File: config.mk
export PLATFORM = sky130hd
export DESIGN_NAME = pipeline_ctrl
export DESIGN_NICKNAME = d
export VERILOG_FILES = /design/src/rtl/pipeline_ctrl.sv
export SDC_FILE = /design/constraint.sdc
export NUM_CORES = 1
export LEC_CHECK = 0
export BUFFER_PORTS_ARGS = -buffer_cell sky130_fd_sc_hd__clkbuf_2
export CORE_ASPECT_RATIO = 1.75
export CORE_UTILIZATION = 40
export DETAILED_ROUTE_END_ITERATION = 10
export PLACE_DENSITY = 0.76
export SKIP_LAST_GASP = 1
export SYNTH_ARGS = -nofsm -noshare
export SYNTH_HDL_FRONTEND = slang
export SYNTH_SLANG_ARGS = --single-unit
File: constraint.sdc
create_clock -name clk -period 2.9 [get_ports clk]
set_input_delay 0.145 -clock clk [delete_from_list [all_inputs] [get_ports clk]]
set_output_delay 0.145 -clock clk [all_outputs]
set_load 0.05 [all_outputs]
File: src/rtl/pipeline_ctrl.sv
// pipeline_ctrl
//   Hazard and sequencing controller for the three-stage fetch/execute/write
//   core. It drives the operand forwarding selects, the pipeline-register
//   holds, bubble insertion and the branch flush. It also holds the pipeline
//   while a data-memory read is outstanding, and keeps a saturating count of
//   PC-stall cycles.
//
// Parameters
//   BRANCH_PENALTY  cycles fe_flush stays high after a taken branch (1..3)
//   CNT_W           width of stall_cycles
//
// Ports
//   clk, reset                    core clock, async active-high reset
//   f_valid, f_rs1/2, f_use_rs1/2 fetch-stage instruction and its sources
//   e_valid, e_rd, e_writes,      execute-stage instruction
//   e_is_load, branch_taken
//   mem_ready                     data-memory read data valid this cycle
//   w_rd, w_writes                write-stage destination
//   fwd_rs1/2                     00 bank, 01 execute result, 10 write data
//   pc_stall, fe_stall, ew_stall  holds for PC, F->E and E->W registers
//   fe_bubble, fe_flush           NOP into F->E, kill fetch / redirect PC
//   stall_cycles                  saturating count of pc_stall cycles
//
// state    | meaning
// ---------+-------------------------------------------------------------
// RUN      | normal issue; branch, memory wait and load-use decided here
// FLUSH    | extra wrong-path flush cycles, fcnt counts down to 1
// MEM_WAIT | load in execute waiting for mem_ready, whole pipe held

module pipeline_ctrl #(
  parameter int BRANCH_PENALTY = 1,
  parameter int CNT_W          = 16
) (
  input  logic             clk,
  input  logic             reset,
  input  logic             f_valid,
  input  logic [4:0]       f_rs1,
  input  logic [4:0]       f_rs2,
  input  logic             f_use_rs1,
  input  logic             f_use_rs2,
  input  logic             e_valid,
  input  logic [4:0]       e_rd,
  input  logic             e_writes,
  input  logic             e_is_load,
  input  logic             branch_taken,
  input  logic             mem_ready,
  input  logic [4:0]       w_rd,
  input  logic             w_writes,
  output logic [1:0]       fwd_rs1,
  output logic [1:0]       fwd_rs2,
  output logic             pc_stall,
  output logic             fe_stall,
  output logic             ew_stall,
  output logic             fe_bubble,
  output logic             fe_flush,
  output logic [CNT_W-1:0] stall_cycles
);

  typedef enum logic [1:0] {RUN, FLUSH, MEM_WAIT} state_t;

  localparam logic [1:0]       FCNT_INIT = 2'(BRANCH_PENALTY - 1);
  localparam logic [CNT_W-1:0] CNT_MAX   = '1;

  state_t     state, state_nxt;
  logic [1:0] fcnt, fcnt_nxt;
  logic       e_fwd_ok;
  logic       lu;

  // A load's result is not available in execute, so only ALU writers forward
  // from there; the load's data is picked up from write one cycle later.
  assign e_fwd_ok = e_valid & e_writes & ~e_is_load;

  always_comb begin
    fwd_rs1 = 2'b00;
    fwd_rs2 = 2'b00;
    if (!reset) begin
      if (e_fwd_ok && e_rd == f_rs1 && f_rs1 != 5'd0)
        fwd_rs1 = 2'b01;
      else if (w_writes && w_rd == f_rs1 && f_rs1 != 5'd0)
        fwd_rs1 = 2'b10;
      if (e_fwd_ok && e_rd == f_rs2 && f_rs2 != 5'd0)
        fwd_rs2 = 2'b01;
      else if (w_writes && w_rd == f_rs2 && f_rs2 != 5'd0)
        fwd_rs2 = 2'b10;
    end
  end

  assign lu = f_valid & e_valid & e_is_load & (e_rd != 5'd0) &
              ((f_use_rs1 & (e_rd == f_rs1)) | (f_use_rs2 & (e_rd == f_rs2)));

  always_comb begin
    state_nxt = state;
    fcnt_nxt  = fcnt;
    pc_stall  = 1'b0;
    fe_stall  = 1'b0;
    ew_stall  = 1'b0;
    fe_bubble = 1'b0;
    fe_flush  = 1'b0;
    if (reset) begin
      // Keep the fetch stage dead while the core is held in reset.
      fe_flush  = 1'b1;
      fe_bubble = 1'b1;
      state_nxt = RUN;
      fcnt_nxt  = 2'd0;
    end else begin
      unique case (state)
        RUN: begin
          if (e_valid && branch_taken) begin
            // Any load-use on the fetched instruction is moot: it is wrong-path.
            fe_flush  = 1'b1;
            fe_bubble = 1'b1;
            if (BRANCH_PENALTY > 1) begin
              state_nxt = FLUSH;
              fcnt_nxt  = FCNT_INIT;
            end
          end else if (e_valid && e_is_load && !mem_ready) begin
            pc_stall  = 1'b1;
            fe_stall  = 1'b1;
            ew_stall  = 1'b1;
            state_nxt = MEM_WAIT;
          end else if (lu) begin
            pc_stall  = 1'b1;
            fe_bubble = 1'b1;
          end
        end
        FLUSH: begin
          fe_flush  = 1'b1;
          fe_bubble = 1'b1;
          if (fcnt <= 2'd1) begin
            fcnt_nxt  = 2'd0;
            state_nxt = RUN;
          end else begin
            fcnt_nxt = fcnt - 2'd1;
          end
        end
        MEM_WAIT: begin
          if (!mem_ready) begin
            pc_stall = 1'b1;
            fe_stall = 1'b1;
            ew_stall = 1'b1;
          end else begin
            state_nxt = RUN;
            if (lu) begin
              pc_stall  = 1'b1;
              fe_bubble = 1'b1;
            end
          end
        end
        default: state_nxt = RUN;
      endcase
    end
  end

  always_ff @(posedge clk or posedge reset) begin
    if (reset) begin
      state        <= RUN;
      fcnt         <= 2'd0;
      stall_cycles <= '0;
    end else begin
      state <= state_nxt;
      fcnt  <= fcnt_nxt;
      if (pc_stall && stall_cycles != CNT_MAX)
        stall_cycles <= stall_cycles + 1'b1;
    end
  end

endmodule

* Word-level counts from Yosys, hierarchy flattened *
Index checks and enable logic that the tools add are counted.

word-level totals
  register bits = 20
  input bits = 31
  output and inout port bits = 25
  logic and storage cells = 80

cells by class
  add/subtract/negate cells = 2
  $lt $le $gt $ge = 1
  equal/unequal tests = 11
  muxes and demuxes = 34
  bitwise logic cells = 10
  reductions and logical operators = 19

operators with widths
  cell                   number
  $mux 2                 14
  $eq 5x5->1             4
  $add 16x1->16 const B  1
  $ne 16x16->1 const B   1
  $mux 1                 15
  $reduce_bool 5->1      3
  $logic_and 1x1->1      12
  $ne 3x3->1 const B     4
  $and 1x1->1            8
  $pmux 1 s2             3
  $pmux 2 s3             1
  $reduce_and 4->1       1
  $pmux 1 s3             1
  $eq 2x1->1 const B     1
  $eq 2x2->1 const B     1
  $le 2x1->1 const B     1
  $logic_not 2->1        1
  $reduce_bool 2->1      1
  $sub 2x1->2 const B    1
  $logic_not 1->1        1
  $not 1->1              1
  $or 1x1->1             1

* Depth between registers and ports, before layout *
Gate-level depths: netlist of the first run.

  word-level depth = 10
  mapped depth = 8
  gate-level depth less buffers = 7

* Worst setup path after synthesis of the first run *
No wires, ideal clock.

  path kind = flip-flop to flip-flop
  start point = register stall_cycles[0]
  end point = register stall_cycles[1]
  setup time = 128 ps
  data arrival time = 2,343 ps
  required time = 2,772 ps
  slack = 430 ps
  stages on the path, launching flop included = 8
  path buffers = 1
  period minus slack after synthesis = 2,470 ps
  path through = dfrtp_1 -> ha_1 -> nand4_1 -> nor4_1 -> and2b_1 -> a21oi_4 -> buf_6 -> mux2_1

on the way
  longest elaborated chain between the ends = 2
  elaborated cells on any way between the ends = 3
  those cells by class = add/sub (1); eq/ne (1); reduce/logical (1)

ends and longest elaborated chain
  item                                                                   line  source
  from (decl)                                                            56    output logic [CNT_W-1:0] stall_cycles
  from (signal assigned)                                                 163   stall_cycles <= stall_cycles + 1'b1;
  parallel branches: the longest is 2 deep, another holds $add 16x1->16  n/a

Parallel ways; which one is timed is not known.
A chain may end at the register's enable or synchronous reset.

* Worst setup path in the final report of the first run *
Ends and elaborated chain as after synthesis.

==> metrics.md, run 1 <==
| Metric | Value |
|---|---|
| # hold bufs at CTS | `1` |
| Endpoint class of the critical path | `register` |
| CTS sink count | `17` |
| DRT iter0 DRCs | `32` |
| DR vias | `1209` |
| Antenna violations before repair | `0` |
| Ys Warns | `0` |
| Failing checks | `design-rule violations` |
| Tmin final | `between 2000 and 2500 ps` |
| Cells resized by post-CTS repair | `0` |
| Fill count | `a little under 300` |
| Clk_skew | `between 4 and 5 ps` |
| Worst Reg-to-Reg Cells | `6` |
| Sequential fraction of the synthesis area | `34.8%` |
| Drt total wl | `between 3000 and 4000 µm` |
| Sum Neg Setup Slack | `0 ps` |
| Avg Cell Area, Syn | `9.27 µm²` |
| Number of synthesized register bits | `17` |
| Wire length on met3 | `260 µm` |
| Status | `finished with violations` |
| Clk buf depth | `2` |
| Critical path's largest stage delay | `440 ps` |
| Synthesized cell area | `1220 µm²` |
| Met1 wire length | `~1100 µm` |
| Commonest cells after routing, fill and taps aside | `clkbuf_2, xor2_1, dfrtp_1` |
| Final ANT Viol Nets | `0` |
| Post-DP Area | `1520 µm²` |
| Largest net degree at the start of global routing | `18` |
| WL per Instance | `13.9 µm` |
| CP cell instances | `ha_1 -> nand4_1 -> nor4_1 -> and2b_1 -> a21oi_4 -> mux2_1` |
| DP Cell Count | `214` |
| Syn Inst Count | `132` |
| DR DRC count | `10` |
| CP bufs+invs | `0` |
| Final slew viol count | `0` |
| Worst VDD drop | `approximately 0.0007 V` |
| CTS Buf Count | `3` |
| Worst Tran Pin Value | `between 300 and 400 ps` |
| Root buffer cell | `clkbuf_8` |
| Core ar. | `2930 µm²` |
| Period utilization | `between 80% and 90%` |
| Cell taking the most area after synthesis | `dfrtp_1` |
| First-pass GRT wire length | `4860 µm` |
| P_leak | `0.761 nW` |
| Critical path class | `register to register` |
| Placer Congestion | `approximately 0.8` |
| Req. time, crit path | `a little over 3000 ps` |
| Top layer in use | `met4` |
| Worst setup SP type | `register` |
| Power, Total | `around 0.78 mW` |
| PwrDens | `496 nW/µm²` |
| Post-synthesis cell type count | `31` |
| Top delay family on crit path | `simple AND/OR/NAND/NOR gates` |
| Reg area | `425 µm²` |
| Post-route insts no fill | `219` |
| Worst Hold Class | `input pin to register` |
| WP data arrival | `2540 ps` |
| H-tree depth | `1` |
| Die X | `43.8 µm` |
| Multi-input gate area | `approximately 750 µm²` |
| FMAX | `417 MHz` |
| Clock Latency Late Sink | `250 ps` |
| Reg clk slew, reported paths | `60 ps` |
| Share of layout cells above drive strength 1 | `35.1%` |
| Nets@finish | `224` |
| IO Pins | `between 50 and 60` |
| RSZ-0062 raised after global routing | `false` |
| Initial core utilization | `around two fifths` |
| Number of global-route vias before repair | `1174` |
| WP depth | `6` |
| Share of the synthesized area in the top cell type | `between 30% and 40%` |
| Die Footprint | `3290 µm²` |
| Most common cell after layout, fill and taps aside | `clkbuf_2` |
| Final setup vio count | `0` |
| Hold path depth | `2` |
| Final hold vios | `0` |
| Fin area | `1580 µm²` |
| DP HPWL | `2480 µm` |
| Pre-CTS setup slack | `between 500 and 600 ps` |
| Max Cap Viol | `0` |
| GRT Residual Overflow | `0` |
| Die height | `75.2 µm` |
| CP Max Fanout | `14` |
| Routed wl met2 | `1630 µm` |
| Syn_nets | `164` |
| Synth top area cells | `dfrtp_1, xor2_1, xnor2_1` |
| GRT Overall Usage | `20.1%` |
| Post-layout worst setup margin | `502 ps` |
| Slowest cell on crit path | `nor4_1` |
| TritonCTS clock tree | `yes` |
| Antenna diodes | `0` |
| IO buf count | `55` |
| Slew headroom | `74.2%` |
| Setup Buffers After CTS | `0` |
| Vias per cell | `5.52` |
| Area added between synthesis and finish | `29.0%` |
| Row Count | `26` |
| 1st-pass router iterations | `7` |
==> layer usage <==
| metal | global-route usage, % | up-vias |
|---|---|---|
| met3 | 2.64 | 9 |
| met4 | 9.72 | 0 |
| met5 | 0 | - |
| met2 | 39.8 | 61 |
| li1 | - | 581 |
| met1 | 19.4 | 558 |
==> report_power, final <==
part	switching, mW	total [mW]	internal [mW]
Clock	0.0768	0.172	0.0953
Combinational	0.208	0.297	0.0888
Sequential	0.0444	0.314	0.270
Total	0.330	0.783	0.454
==> path summary, 6_finish.rpt <==
path	startpoint	to	slack, ps
worst max register to register	stall_cycles[0]	stall_cycles[1]	500
worst min-delay path	mem_ready	state[1]	130
min in group asynchronous	reset	stall_cycles[1]	550
max in group asynchronous	reset	stall_cycles[11]	2170
worst min register to register	stall_cycles[8]	stall_cycles[8]	510
worst max-delay path	stall_cycles[0]	stall_cycles[1]	500
==> per-stage QoR <==
| stage | utilization [%] | hold slack, ps |
|---|---|---|
| after floorplan | - | 78.0 |
| after global placement | 52.0 | 254 |
| after detailed placement | 52.0 | 253 |
| after CTS | 53.9 | 121 |
| after global routing | 53.9 | 138 |
| final | 53.9 | 127 |
==> cell families after synthesis <==
| kind of cell | share of synthesized area (%) |
|---|---|
| buf+inv | 3.99 |
| xor+xnor | 23.6 |
| mux | 2.76 |
| flops | 34.8 |
| simple gates | 27.0 |
| fa+ha+maj | 1.02 |
| compound gates | 6.85 |
==> sequential cells by signal (all words and copies together), names as in the netlist <==
signal and flops:
stall_cycles 16, state 1
==> cell type report <==
type | count | share of cell area (%)
Clock inverter | 1 | 0.317
Clock buffer | 3 | 2.61
Sequential cell | 17 | 26.9
Timing Repair Buffer | 57 | 18.5
Inverter | 8 | 1.90
Multi-Input combinational cell | 105 | 47.5
Tap cell | 28 | 2.22
==> Yosys cell counts <==
master / instances
buf_4: 1
o2111ai_2: 1
xor2_1: 19
nor2b_1: 1
nand4_1: 4
a21oi_4: 1
nor2_1: 11
nor4_1: 10
and3_1: 1
a211oi_2: 1
nand3b_1: 2
nand4_2: 1
a32o_1: 1
inv_1: 8
ha_1: 1
nand2_1: 9
mux2_1: 3
or4_1: 3
nor3_1: 7
xnor2_1: 14
nor4_2: 1
nand2b_1: 2
o21ai_1: 1
a31o_2: 1
and2b_1: 1
dfrtp_1: 17
nand3_1: 6
a211oi_1: 1
a21oi_2: 1
nor3b_1: 1
buf_6: 1
Power figures use the tool's default switching activity.
==> inputs of run 2 (changes only) <==
Settings changed: PLACE_DENSITY 0.76 to 0.79.
Clock period 2.9 ns to 2.1 ns, I/O delays scaled along.
==> run 2 against run 1 <==
Compared with the run above: sequential cell count stayed put; worst hold slack worse by 56 ps; routed wire length is 6.8% higher; critical path type unchanged; utilization up 3.9 points; register-to-register slack worse by 380 ps; critical path depth grew 1; largest power group unchanged; die area unchanged; sequential share of layout area decreased by 1.3 points; the flow still finishes with violations (design-rule violations); clock-buffer cell count rose by 1.
==> metrics.md, run 2 (same netlist as run 1, synthesis figures left out) <==
| Metric | Value |
|---|---|
| Clk pwr share | `22.2%` |
| Clock Latency Late Sink | `250 ps` |
| Multi-input gate area | `between 700 and 800 µm²` |
| Worst Reg-to-Reg Cells | `7` |
| WL per Instance | `between 10 and 15 µm` |
| DRT iter0 DRCs | `17` |
| Power, Total | `1.10 mW` |
| Hold path depth | `2` |
| Row Count | `26` |
| Core ar. | `about 2900 µm²` |
| DR DRC count | `11` |
| GRT Residual Overflow | `0` |
| Drt total wl | `around 3200 µm` |
| Logic pwr share | `38.3%` |
| Tmin final | `1980 ps` |
| Vias per cell | `between 5 and 6` |
| Worst setup SP type | `register` |
| Final hold vios | `0` |
| Seq pwr share | `39.4%` |
| RSZ-0062 raised after global routing | `false` |
| Antenna diodes | `0` |
| Clk buf depth | `2` |
| Pint | `roughly 0.64 mW` |
| DR vias | `1222` |
| Antenna violations before repair | `0` |
| Sw Pwr | `0.461 mW` |
| Worst Tran Pin Value | `339 ps` |
| Max Cap Viol | `0` |
| Area added between synthesis and finish | `38.3%` |
| Initial core utilization | `41.8%` |
| Commonest cells after routing, fill and taps aside | `clkbuf_2, xor2_1, xnor2_1` |
| Nets@finish | `~230` |
| Clk_skew | `0.659 ps` |
| Top reg by flops | `stall_cycles` |
| Largest net degree at the start of global routing | `18` |
| Top Registers | `stall_cycles x16, state x1` |
| Die height | `75.2 µm` |
| Slowest cell on crit path | `dfrtp_2` |
| WP data arrival | `around 2100 ps` |
| Slew headroom | `approximately 77%` |
| Period utilization | `a little over nine tenths` |
| P_leak | `approximately 0.8 nW` |
| Failing checks | `design-rule violations` |
| Fill count | `270` |
| Most common cell after layout, fill and taps aside | `clkbuf_2` |
| DP HPWL | `about 2600 µm` |
| Share of layout cells above drive strength 1 | `43.7%` |
| CTS sink count | `17` |
| Endpoint class of the critical path | `register` |
| 1st-pass router iterations | `7` |
| Req. time, crit path | `~2200 ps` |
| Final ANT Viol Nets | `0` |
| Worst Hold Class | `input pin to register` |
| Critical path's largest stage delay | `390 ps` |
| Switching Share | `41.8%` |
| Worst VDD drop | `0.000655 V` |
| Number of global-route vias before repair | `~1200` |
| H-tree depth | `1` |
| GRT Overall Usage | `21.1%` |
| Placer Congestion | `0.825` |
| First-pass GRT wire length | `between 5000 and 6000 µm` |
| Sum Neg Setup Slack | `0 ps` |
| Final slew viol count | `0` |
| CTS Buf Count | `3` |
| Status | `finished with violations` |
| Max reg flops | `16` |
| Reg clk slew, reported paths | `60 ps` |
| Die X | `approximately 44 µm` |
| TritonCTS clock tree | `yes` |
| Final setup vio count | `0` |
| Root buffer cell | `clkbuf_8` |
| PwrDens | `651 nW/µm²` |
| CP cell instances | `ha_1 -> nand4_1 -> nor4_2 -> and2b_1 -> a21oi_4 -> buf_12 -> mux2_1` |
| Die Footprint | `roughly 3300 µm²` |
| IO buf count | `55` |
| CP Max Fanout | `14` |
| Reg area | `~430 µm²` |
| IO Pins | `56` |
| Critical path class | `register to register` |
| FMAX | `506 MHz` |
-- run 2: changes by cell type in the layout (fill, tap and decap cells not counted), moves of 4 or more --
cell / before / now
buf_4: 1 / 8
dfrtp_1: 17 / 10
dfrtp_2: 0 / 7
nor4_1: 10 / 6
nor4_2: 1 / 5
-- run 2: final timing paths --
kind,startpoint,to,slack [ps]
min reg2reg,stall_cycles[8],stall_cycles[8],490
max,stall_cycles[0],stall_cycles[1],120
max in group asynchronous,reset,stall_cycles[0],1370
max reg2reg,stall_cycles[0],stall_cycles[1],120
min,mem_ready,state[1],70
min in group asynchronous,reset,stall_cycles[12],530
-- run 2: per-stage QoR --
stage	area [µm²]	instances	hold WS (ps)	utilization, %	setup WS, ps
floorplan	1260	132	46.2	-	-70.1
global placement	1600	219	248	54.6	147
detailed placement	1600	219	254	54.6	62.5
CTS	1650	224	68.4	56.5	60.0
global route	1690	227	84.8	57.8	6.42
finish	1690	227	71.5	57.8	124
-- run 2: area by class of cell --
| cell class | instances | area share [%] |
|---|---|---|
| Tap cell | 28 | 2.07 |
| Sequential cell | 17 | 25.6 |
| Timing Repair Buffer | 65 | 21.6 |
| Clock buffer | 4 | 2.66 |
| Multi-Input combinational cell | 105 | 46.3 |
| Inverter | 8 | 1.77 |
-- run 2: layer usage --
metal / GRT usage (%) / up-vias / routed length (µm)
li1: - / 597 / -
met1: 21.9 / 562 / 1150
met2: 40.5 / 56 / 1780
met3: 3.84 / 7 / 256
met4: 8.33 / 0 / 61
met5: 0 / - / 0
-- run 2: power by group through the flow --
stage / sequential [mW] / clock (mW) / combinational (mW)
after CTS: 0.435 / 0.250 / 0.421
final: 0.435 / 0.245 / 0.423
after global placement: 0.436 / 0 / 0.413
after global routing: 0.442 / 0.264 / 0.451
after detailed placement: 0.441 / 0 / 0.418
after floorplan: 0.589 / 0 / 0.135
-- run 2: critical path: cells and delay by family (launching register included) --
kind / cells / cell delay, ps
multiplexers: 1 / 330
buffers and inverters: 1 / 150
adder cells (fa/ha/maj): 1 / 190
flip-flops: 1 / 390
AO/OA/AOI/OAI: 1 / 140
AND/OR/NAND/NOR: 3 / 650
-- run 2: repair_timing --
| action | CTS | global route |
|---|---|---|
| hold buffers | 1 | 0 |
| setup buffers | 0 | 3 |
| endpoints found under the hold margin | 17 | 0 |
| gates resized for setup | 0 | 1 |
| endpoints found under the setup margin | 0 | 3 |
==> inputs of run 3 (changes only) <==
Settings changed: BUFFER_PORTS_ARGS -buffer_cell sky130_fd_sc_hd__clkbuf_2 to -buffer_cell sky130_fd_sc_hd__buf_2.
==> run 3 against run 2 <==
Compared with the run above: the flow still finishes with violations (design-rule violations); setup slack got worse by 80 ps; clock skew rose by 1.3 ps; sequential share of layout area fell by 0.70 points; non-clock buffer count rose by 5; sequential power barely moved; critical path depth rose by 1; worst hold slack improved by 11 ps; utilization rose by 1.6 points; first-iteration DRC count rose to 3.2 times the previous value; register-to-register slack got worse by 80 ps; total power barely moved; critical endpoint is now stall_cycles[13]; highest routed layer unchanged.
==> metrics.md, run 3 (same netlist as run 1, synthesis figures left out) <==
| Metric | Value |
|---|---|
| Drt total wl | `3490 µm` |
| CTS sink count | `17` |
| Hold Startpoint | `mem_ready` |
| Max reg flops | `16` |
| CP Max Fanout | `8` |
| Hold path depth | `2` |
| DR vias | `1262` |
| Crit path launch | `stall_cycles[0]` |
| TritonCTS clock tree | `yes` |
| Clk buf depth | `2` |
| H-tree depth | `1` |
| Endpoint class of the critical path | `register` |
| CTS Buf Count | `3` |
| Status | `finished with violations` |
| Slowest cell on crit path | `dfrtp_2` |
| Clk_skew | `1.95 ps` |
| Reg clk slew, reported paths | `60 ps` |
| Fill count | `about 270` |
| Worst VDD drop | `0.000663 V` |
| Critical path's largest stage delay | `400 ps` |
| Die height | `roughly 75 µm` |
| Die Footprint | `3290 µm²` |
| Core Util, Final | `just under 60%` |
| Most Used Layer, Global Route | `met2` |
| Critical path class | `register to register` |
| Worst setup SP type | `register` |
| IO buf count | `55` |
| Slew headroom | `~74%` |
| PwrDens | `634 nW/µm²` |
| Post-layout worst setup margin | `44.0 ps` |
| Most frequent CP cell | `nor4_2` |
| Sum Neg Setup Slack | `0 ps` |
| DP Cell Count | `roughly 220` |
| RSZ-0062 raised after global routing | `true` |
| IO Pins | `56` |
| Clock Latency Late Sink | `250 ps` |
| Number of global-route vias before repair | `1259` |
| Initial core utilization | `41.8%` |
| Commonest cells after routing, fill and taps aside | `buf_2, xor2_1, xnor2_1` |
| Row Count | `26` |
| Post-route insts no fill | `approximately 230` |
| Most common cell after layout, fill and taps aside | `buf_2` |
| Die X | `43.8 µm` |
| Max Cap Viol | `0` |
| DP HPWL | `2710 µm` |
| Pre-CTS setup slack | `107 ps` |
| Final setup vio count | `0` |
| WP data arrival | `2180 ps` |
| Worst Reg-to-Reg Cells | `8` |
| Antenna violations before repair | `0` |
| Reg-to-reg critical path endpoint | `stall_cycles[13]` |
| Vias per cell | `5.44` |
| FMAX | `486 MHz` |
| WL per Instance | `15.1 µm` |
| Top Registers | `stall_cycles x16, state x1` |
| Met2 Usage GRT | `~44%` |
| Worst Hold Class | `input pin to register` |
| Failing checks | `design-rule violations` |
| Placer Congestion | `about 0.74` |
| 1st-pass router iterations | `8` |
| Final slew viol count | `0` |
| DR DRC count | `10` |
| Period utilization | `97.9%` |
| Nets@finish | `around 240` |
| DRT iter0 DRCs | `54` |
| First-pass GRT wire length | `5290 µm` |
| Core ar. | `roughly 2900 µm²` |
| Area added between synthesis and finish | `42.2%` |
| Root buffer cell | `clkbuf_8` |
| Final ANT Viol Nets | `0` |
| Largest net degree at the start of global routing | `18` |
| CP cell instances | `ha_1 -> nand4_1 -> nor4_2 -> and2b_1 -> a21oi_4 -> buf_4 -> nor4_2 -> xor2_1` |
| Top reg by flops | `stall_cycles` |
| Reg-to-reg slack, setup | `40 ps` |
| GRT Residual Overflow | `0` |
| GRT Overall Usage | `21.8%` |
| Share of layout cells above drive strength 1 | `a little under half` |
| Final hold vios | `0` |
| Worst flop-to-flop path startpoint | `stall_cycles[0]` |
| P_leak | `about 0.8 nW` |
| Tmin final | `2060 ps` |
| GR Util met3 | `3.12%` |
| M1 GR Usage | `20.4%` |
| Min-Delay Endpoint | `state[1]` |
| Req. time, crit path | `2230 ps` |
| Worst Tran Pin Value | `392 ps` |
| Antenna diodes | `0` |
run 3: changes by cell type in the layout (fill, tap and decap cells not counted):
cell / change
buf_12: -1
buf_2: +55
buf_4: +5
buf_6: +1
clkbuf_2: -55
nor3_2: -1
nor3_4: +1
nor4_1: -2
nor4_2: +2
run 3: final cells by class:
class | count | area, µm² | share of cell area (%)
Inverter | 8 | 30.0 | 1.73
Sequential cell | 17 | 434 | 24.9
Clock buffer | 4 | 45.0 | 2.59
Multi-Input combinational cell | 105 | 802 | 46.1
Timing Repair Buffer | 70 | 394 | 22.6
Tap cell | 28 | 35.0 | 2.01
run 3: per-layer routing:
| layer | routed length [µm] | part of all wire (%) | vias to the layer above |
|---|---|---|---|
| met5 | 0 | 0 | - |
| met3 | 263 | 7.5 | 7 |
| met4 | 51 | 1.5 | 0 |
| li1 | - | - | 608 |
| met1 | 1220 | 35 | 585 |
| met2 | 1960 | 56 | 62 |
run 3: worst max-delay path by stage:
stage	to	slack, ps	depth (start not counted)
after detailed placement	stall_cycles[3]	110	8
after CTS	stall_cycles[3]	70	8
after floorplan	stall_cycles[1]	-70	7
after global routing	stall_cycles[7]	-50	8
final	stall_cycles[13]	40	8
after global placement	stall_cycles[2]	190	7
run 3: worst max-delay path: cells and delay by family (launching register included):
| family | cells | cell delay (ps) |
|---|---|---|
| simple gates | 4 | 750 |
| flops | 1 | 400 |
| compound gates | 1 | 250 |
| fa+ha+maj | 1 | 200 |
| buf+inv | 1 | 180 |
| xor+xnor | 1 | 150 |
run 3: metrics by stage:
stage               area [µm²]  hold WS (ps)  total power [mW]
floorplan                 1260          46.2             0.724
global placement          1610           233             0.854
detailed placement        1610           243             0.859
CTS                       1670          89.9              1.10
global route              1740          96.5              1.16
finish                    1740          82.6              1.10
run 3: report_power, final:
part	switching, mW	total [mW]	internal (mW)	leakage, nW
logic	0.294	0.426	0.132	0.586
registers	0.0570	0.435	0.378	0.207
clock network	0.108	0.242	0.135	0.0228
total	0.458	1.10	0.645	0.816
run 3: timing repair:
action | CTS | global route
gates resized for setup | 0 | 5
setup endpoints to repair | 0 | 5
hold buffers | 1 | 0
buffers inserted | 0 | 6
hold endpoints to repair | 17 | 0
